$ cat config.mk
export PLATFORM = sky130hd
export DESIGN_NAME = fetch_unit
export DESIGN_NICKNAME = d
export VERILOG_FILES = /design/src/rtl/fetch_unit.sv
export SDC_FILE = /design/constraint.sdc
export NUM_CORES = 1
export LEC_CHECK = 0
export BUFFER_PORTS_ARGS = -buffer_cell sky130_fd_sc_hd__buf_2
export CORE_MARGIN = 2
export CORE_UTILIZATION = 30
export DETAILED_ROUTE_END_ITERATION = 12
export PLACE_DENSITY_LB_ADDON = 0.12
export SKIP_CTS_REPAIR_TIMING = 1
export SLEW_MARGIN = 5
export SYNTH_ARGS = -nofsm -noshare
export SYNTH_HDL_FRONTEND = slang
export SYNTH_SLANG_ARGS = --single-unit
$ cat constraint.sdc
create_clock -name clk -period 4.5 [get_ports clk]
set_input_delay 0.45 -clock clk [delete_from_list [all_inputs] [get_ports clk]]
set_output_delay 0.45 -clock clk [all_outputs]
set_load 0.02 [all_outputs]
$ cat src/rtl/fetch_unit.sv
// fetch_unit: instruction fetch stage.
// Owns the word-indexed fetch PC, drives the instruction memory address and
// buffers returned instructions, tagged with their PC, in a small circular
// prefetch queue. The queue feeds the decoder over a valid/ready handshake.
// A branch redirect flushes the queue and restarts fetch at the target.
// Optional feature macro: FETCH_PERF_CNT_EN adds perf_fetched/perf_stalls.
module fetch_unit #(
    parameter int unsigned DEPTH      = 2,
    parameter int unsigned RESET_PC   = 0,
    parameter int unsigned IMEM_WORDS = 32
) (
    input  logic        clk,
    input  logic        reset,
    output logic [31:0] imem_adr,
    input  logic [31:0] imem_ins,
    input  logic        redirect,
    input  logic [31:0] redirect_pc,
    output logic        out_valid,
    input  logic        out_ready,
    output logic [31:0] out_ins,
    output logic [31:0] out_pc
`ifdef FETCH_PERF_CNT_EN
    ,
    output logic [31:0] perf_fetched,
    output logic [31:0] perf_stalls
`endif
);

    localparam int unsigned AW         = $clog2(DEPTH);
    localparam logic [AW:0] DEPTH_C    = DEPTH[AW:0];
    localparam logic [31:0] PC_MASK    = IMEM_WORDS - 1;
    localparam logic [31:0] RESET_PC_C = RESET_PC;

    logic [31:0] fpc;
    logic [31:0] q_pc  [DEPTH];
    logic [31:0] q_ins [DEPTH];
    logic [AW:0] rptr;
    logic [AW:0] wptr;
    logic [AW:0] count;
    logic [31:0] hold_pc;
    logic [31:0] hold_ins;
    logic        deq;
    logic        push;

    // Memory address is purely the fetch PC register.
    assign imem_adr  = fpc;
    assign out_valid = (count != '0);

    // Handshake decode: a push needs a free slot or a slot freed by this deq.
    always_comb begin
        deq  = out_valid & out_ready;
        push = ~redirect & ((count < DEPTH_C) | deq);
    end

    // Head outputs: live queue entry when non-empty, else the last shown values.
    // The hold registers keep out_pc/out_ins frozen while the queue is empty,
    // since the slot under rptr is stale after a drain or flush.
    always_comb begin
        out_pc  = hold_pc;
        out_ins = hold_ins;
        if (out_valid) begin
            out_pc  = q_pc[rptr[AW-1:0]];
            out_ins = q_ins[rptr[AW-1:0]];
        end
    end

    // Fetch PC, queue storage, pointers and occupancy.
    always_ff @(posedge clk or posedge reset) begin
        if (reset) begin
            fpc      <= RESET_PC_C;
            rptr     <= '0;
            wptr     <= '0;
            count    <= '0;
            hold_pc  <= '0;
            hold_ins <= '0;
            for (int unsigned i = 0; i < DEPTH; i++) begin
                q_pc[i]  <= '0;
                q_ins[i] <= '0;
            end
        end else begin
            hold_pc  <= out_pc;
            hold_ins <= out_ins;
            if (redirect) begin
                rptr  <= '0;
                wptr  <= '0;
                count <= '0;
                fpc   <= redirect_pc & PC_MASK;
            end else begin
                if (push) begin
                    q_pc[wptr[AW-1:0]]  <= fpc;
                    q_ins[wptr[AW-1:0]] <= imem_ins;
                    wptr                <= wptr + 1'b1;
                    fpc                 <= (fpc + 32'd1) & PC_MASK;
                end
                if (deq) begin
                    rptr <= rptr + 1'b1;
                end
                case ({push, deq})
                    2'b10:   count <= count + 1'b1;
                    2'b01:   count <= count - 1'b1;
                    default: count <= count;
                endcase
            end
        end
    end

`ifdef FETCH_PERF_CNT_EN
    // Performance counters: pushes, and cycles spent full with no dequeue.
    always_ff @(posedge clk or posedge reset) begin
        if (reset) begin
            perf_fetched <= '0;
            perf_stalls  <= '0;
        end else begin
            if (push) begin
                perf_fetched <= perf_fetched + 32'd1;
            end
            if ((count == DEPTH_C) && !deq) begin
                perf_stalls <= perf_stalls + 32'd1;
            end
        end
    end
`endif

endmodule

## After elaboration in Yosys (flattened, before gate mapping)

Cells that the tools add are included.

| storage, ports and cells | value |
|---|---|
| register bits | 230 |
| bits of input ports | 68 |
| output and inout bits | 97 |
| logic and storage cells | 53 |

| operators by class | value |
|---|---|
| add/subtract/negate cells | 5 |
| $lt $le $gt $ge | 4 |
| eq/ne operators | 2 |
| multiplexer cells | 20 |
| bitwise operators | 6 |
| reductions and logical operators | 6 |

Operator list:

| kind | count |
|---|---|
| 32-bit 2-to-1 mux | 11 |
| 64-bit bitwise mux | 2 |
| 32-bit demux with 1-bit select | 1 |
| 2-bit 2-to-1 mux | 5 |
| 2-bit by 1-bit adder with 2-bit output (second input constant) | 3 |
| 2-bit nonzero test | 3 |
| 5-bit by 1-bit adder with 5-bit output (second input constant) | 1 |
| 2-bit >= comparator (second input constant) | 2 |
| 1-bit inverter with 2-bit output | 2 |
| 2-bit case mux with 2 select lines | 1 |
| 3-bit nonzero test | 1 |
| 1-bit AND | 2 |
| 2-bit by 1-bit equality test with 1-bit output (second input constant) | 1 |
| 2-bit equality test (second input constant) | 1 |
| 2-bit by 1-bit less-than comparator with 1-bit output (second input constant) | 1 |
| 2-bit less-than comparator (second input constant) | 1 |
| 2-bit AND reduction | 1 |
| 2-bit by 1-bit subtractor with 2-bit output (second input constant) | 1 |
| 1-bit logical AND | 1 |
| 1-bit inverter | 1 |
| 1-bit OR | 1 |

## Logic depth before layout (Yosys ltp)

| depth | value |
|---|---|
| depth after elaboration | 7 |
| depth in mapped cells | 5 |
| gate-level depth less buffers | 4 |

## Worst setup path after synthesis

OpenSTA, ideal clock, no wires.

| timing path | value |
|---|---|
| kind | flip-flop to output port |
| start point | register rptr[0] |
| end point | output out_ins[10] |
| data arrival time | 1.469 ns |
| required time | 4.050 ns |
| slack | 2.581 ns |
| stages on the path, launching flop included | 5 |
| path buffers | 2 |
| cell sequence | dfrtp_1 -> buf_2 -> buf_2 -> mux2i_1 -> o21ai_0 |

| between the ends | value |
|---|---|
| longest elaborated chain between the ends | 5 |

RTL lines:

| what | line | RTL |
|---|---|---|
| start: declaration | 37 | `logic [AW:0] rptr;` |
| start signal: assignment | 96 | `rptr <= rptr + 1'b1;` |
| 1-bit inverter with 2-bit output (not written as such) | 63 | `out_ins = q_ins[rptr[AW-1:0]];` |
| 32-bit 2-to-1 mux (not written as such) (3 in a row) | 63 |  |
| 32-bit 2-to-1 mux | 61 | `if (out_valid) begin` |
| end: declaration | 20 | `output logic [31:0] out_ins,` |

No other way between the ends. The select of a mux whose other input is x is not followed.

## Worst setup path after layout

| timing path | value |
|---|---|
| start point | register count[1] |
| end point | output out_pc[1] |

| between the ends | value |
|---|---|
| longest elaborated chain between the ends | 2 |

RTL lines:

| what | line | RTL |
|---|---|---|
| start: declaration | 39 | `logic [AW:0] count;` |
| start signal: assignment | 99 | `2'b10: count <= count + 1'b1;` |
| start signal: assignment | 100 | `2'b01: count <= count - 1'b1;` |
| start signal: assignment | 101 | `default: count <= count;` |
| 2-bit nonzero test | 47 | `assign out_valid = (count != '0);` |
| 32-bit 2-to-1 mux | 61 |  |
| end: declaration | 21 | `output logic [31:0] out_pc` |

No other way between the ends.

==> flow_summary_export.csv <==
group,metric,value,unit
logic_synthesis,synth-simple-area-share,7.07,%
logic_synthesis,syn_avg_cell_area,13.5,µm²
cells_and_area,final_common_cell,"dfrtp_1",
cells_and_area,layout.nets,630,
cts,cts_tree,"built",
logic_synthesis,syn_inst,450,
cells_and_area,layout_common_cells,"dfrtp_1 (146), buf_2 (110), o21ai_0 (42), nand2_1 (40), mux2i_1 (38)",
global_route,grt_pass1_vias,3871,
logic_synthesis,synth_compound_area_share,4.09,%
drt,drc,0,
setup_path,required,4050,ps
power_and_ir_drop,irDropWorstVdd,0.219,mV
power_and_ir_drop,power.density,545,mW/mm²
drt,vias_per_cell,4.28,
drt,ant_nets,0,
die,coreArea,0.0201,mm²
logic_synthesis,yosysWarnings,0,
cts,cts.path.max_buffers,2,
timing,worst_slew_margin_rel,42.8,%
min_path,hp-class,"primary input to asynchronous set/reset pin",
logic_synthesis,ys_types,30,
drt,wl_per_cell,14.8,µm
timing,fin_setup_tns,0,ps
global_route,grt_use_total,12.6,%
cts,cts_buffers,17,
timing,finalHoldViolCount,0,
logic_synthesis,netlist_area,0.00609,mm²
timing,setup_viol,0,
placed_design,dp_cells,812,
global_route,grt_max_degree,78,
drt,vias,3611,
die,io_pins,165,
timing,rsz0062_at_grt,"no",
die,rows,52,
global_route,antenna_found_initial,0,
cts,clock_latency,410,ps
timing,period_share,63.1,%
global_route,grt_first_pass_wirelength,20.9,mm
cts,root_buffer,"clkbuf_16",
run,maxCapViolations,0,
timing,report.final.slew_viol_count,0,
placed_design,gp_congestion,0.710,
timing,post-route-min-period,2840,ps
timing,fmax,352,MHz
cells_and_area,instances_no_fill,844,
setup_path,endpoint_kind,"primary output",
drt,drt-initial-drc-count,110,
cts,cts_htree_levels,4,
cells_and_area,syn2layout_area_growth,21.8,%
cells_and_area,drive_above_1_share,37.3,%
logic_synthesis,synth.area.top_cells,"dfrtp_1 (60%), mux2_4 (7.4%), mux2i_1 (6.2%), mux2_2 (6.1%), buf_4 (3.6%)",
setup_path,critical_path_class,"register to primary output",
placed_design,place_hpwl,7.88,mm
setup_path,cp_data_arrival_time,2390,ps
die,dieArea,0.0215,mm²
timing,worst_pin_slew,857,ps
setup_path,worst_setup_path_start_kind,"register",
die,die_y,147,µm
cts,path_clk_slew,60,ps
run_status,status,"completed",
logic_synthesis,synth_top_family_by_area,"multiplexers",
placed_design,place_ws,2040,ps
global_route,grt.overflow.total,0,
power_and_ir_drop,leakage,0.00358,µW
logic_synthesis,seq_area_frac_synth,60.4,%
cts,cts_sinks,147,
die,start_util,30.3,%
placed_design,port_buffers,110,
logic_synthesis,synth_fa_ha_area_share,0.205,%
drt,routed_wl,12.5,mm
cells_and_area,fill_cells,1959,
logic_synthesis,synth_xor_area_share,0.431,%
logic_synthesis,muxShareOfSynthArea,21.8,%
logic_synthesis,yosys_register_bits,147,
cells_and_area,antenna_cells,0,
logic_synthesis,yosysTopAreaCellShare,60.4,%
timing,skew,8.57,ps
timing,fin_ws,1660,ps
logic_synthesis,synth_top_area_cell,"dfrtp_1",
drt,firstDrtPassIters,6,
die,die_x,147,µm
setup_path,critical_path.max_fanout,67,
-- logic make-up after synthesis --
logic type | after synthesis
xor gates and xnor gates | 3
other | 1
and+or+nand+nor | 83
DFF | 147
muxes | 112
AOI/OAI and AO/OA | 48
adders and majority gates | 1
buffers and inverters | 55
-- synthesized netlist by cell type (all sizes together) --
master / count
a21oi: 1
a31oi: 3
and2: 28
buf: 39
clkbuf: 11
clkinv: 1
conb: 1
dfrtp: 147
ha: 1
inv: 4
mux2: 74
mux2i: 38
nand2: 40
nand2b: 1
nand3: 2
nor2: 7
nor2b: 1
nor3: 1
o21a: 1
o21ai: 42
o31ai: 1
or3: 2
or4: 1
xnor2: 2
xor2: 1
-- stage by stage --
stage | cell area [µm²] | hold WS, ps | power [µW] | util (%)
final | 7420 | 175 | 4040 | 36.9
after floorplan | 6190 | 457 | 2370 | -
after CTS | 7420 | 189 | 4110 | 36.9
after detailed placement | 6800 | 461 | 2620 | 33.8
after global routing | 7420 | 224 | 4290 | 36.9
after global placement | 6800 | 460 | 2590 | 33.8
-- path summary, 6_finish.rpt --
path	startpoint	end	slack [ps]	depth (start not counted)
max	count[1]	out_pc[1]	1660	5
min	reset	hold_pc[22]	170	2
max reg2reg	count[1]	q_ins[10]	2420	3
min reg2reg	hold_pc[28]	hold_pc[28]	470	1
max in group asynchronous	reset	rptr[0]	3350	3
min in group clk	redirect_pc[1]	imem_adr[1]	260	3
-- area by class of cell --
cell class	instances	area [µm²]	area share, %
Sequential cell	147	3680	49.6
Clock buffer	24	492	6.63
Multi-Input combinational cell	274	2150	29.0
Inverter	5	23.8	0.320
Timing Repair Buffer	116	608	8.20
Tap cell	270	338	4.55
Clock inverter	8	124	1.67
-- critical path, stage by stage, from the launching register on --
cell	delay, ps
dfrtp_1	450
nor2_4	630
buf_12	350
nand2_1	90
o21ai_0	190
buf_2	260
-- state kept, by name, indices dropped and copies added (netlist names) --
name      count
wptr          1
rptr          1
count         2
hold_pc      32
q_pc         10
hold_ins     32
imem_adr      5
q_ins        64
-- power breakdown --
| part | switching [µW] | internal [µW] | total (µW) |
|---|---|---|---|
| Clock | 531 | 932 | 1460 |
| Combinational | 467 | 371 | 838 |
| Sequential | 139 | 1600 | 1740 |
-- metal layers --
| layer | routed length (µm) | track usage, % | vias up |
|---|---|---|---|
| met4 | 131 | 3.64 | 0 |
| met2 | 5750 | 19.2 | 97 |
| met1 | 6080 | 17.2 | 1797 |
| met5 | 0 | 0 | - |
| met3 | 536 | 4.00 | 7 |
| li1 | - | - | 1710 |
Note: power is estimated with default switching activity, not from simulation.
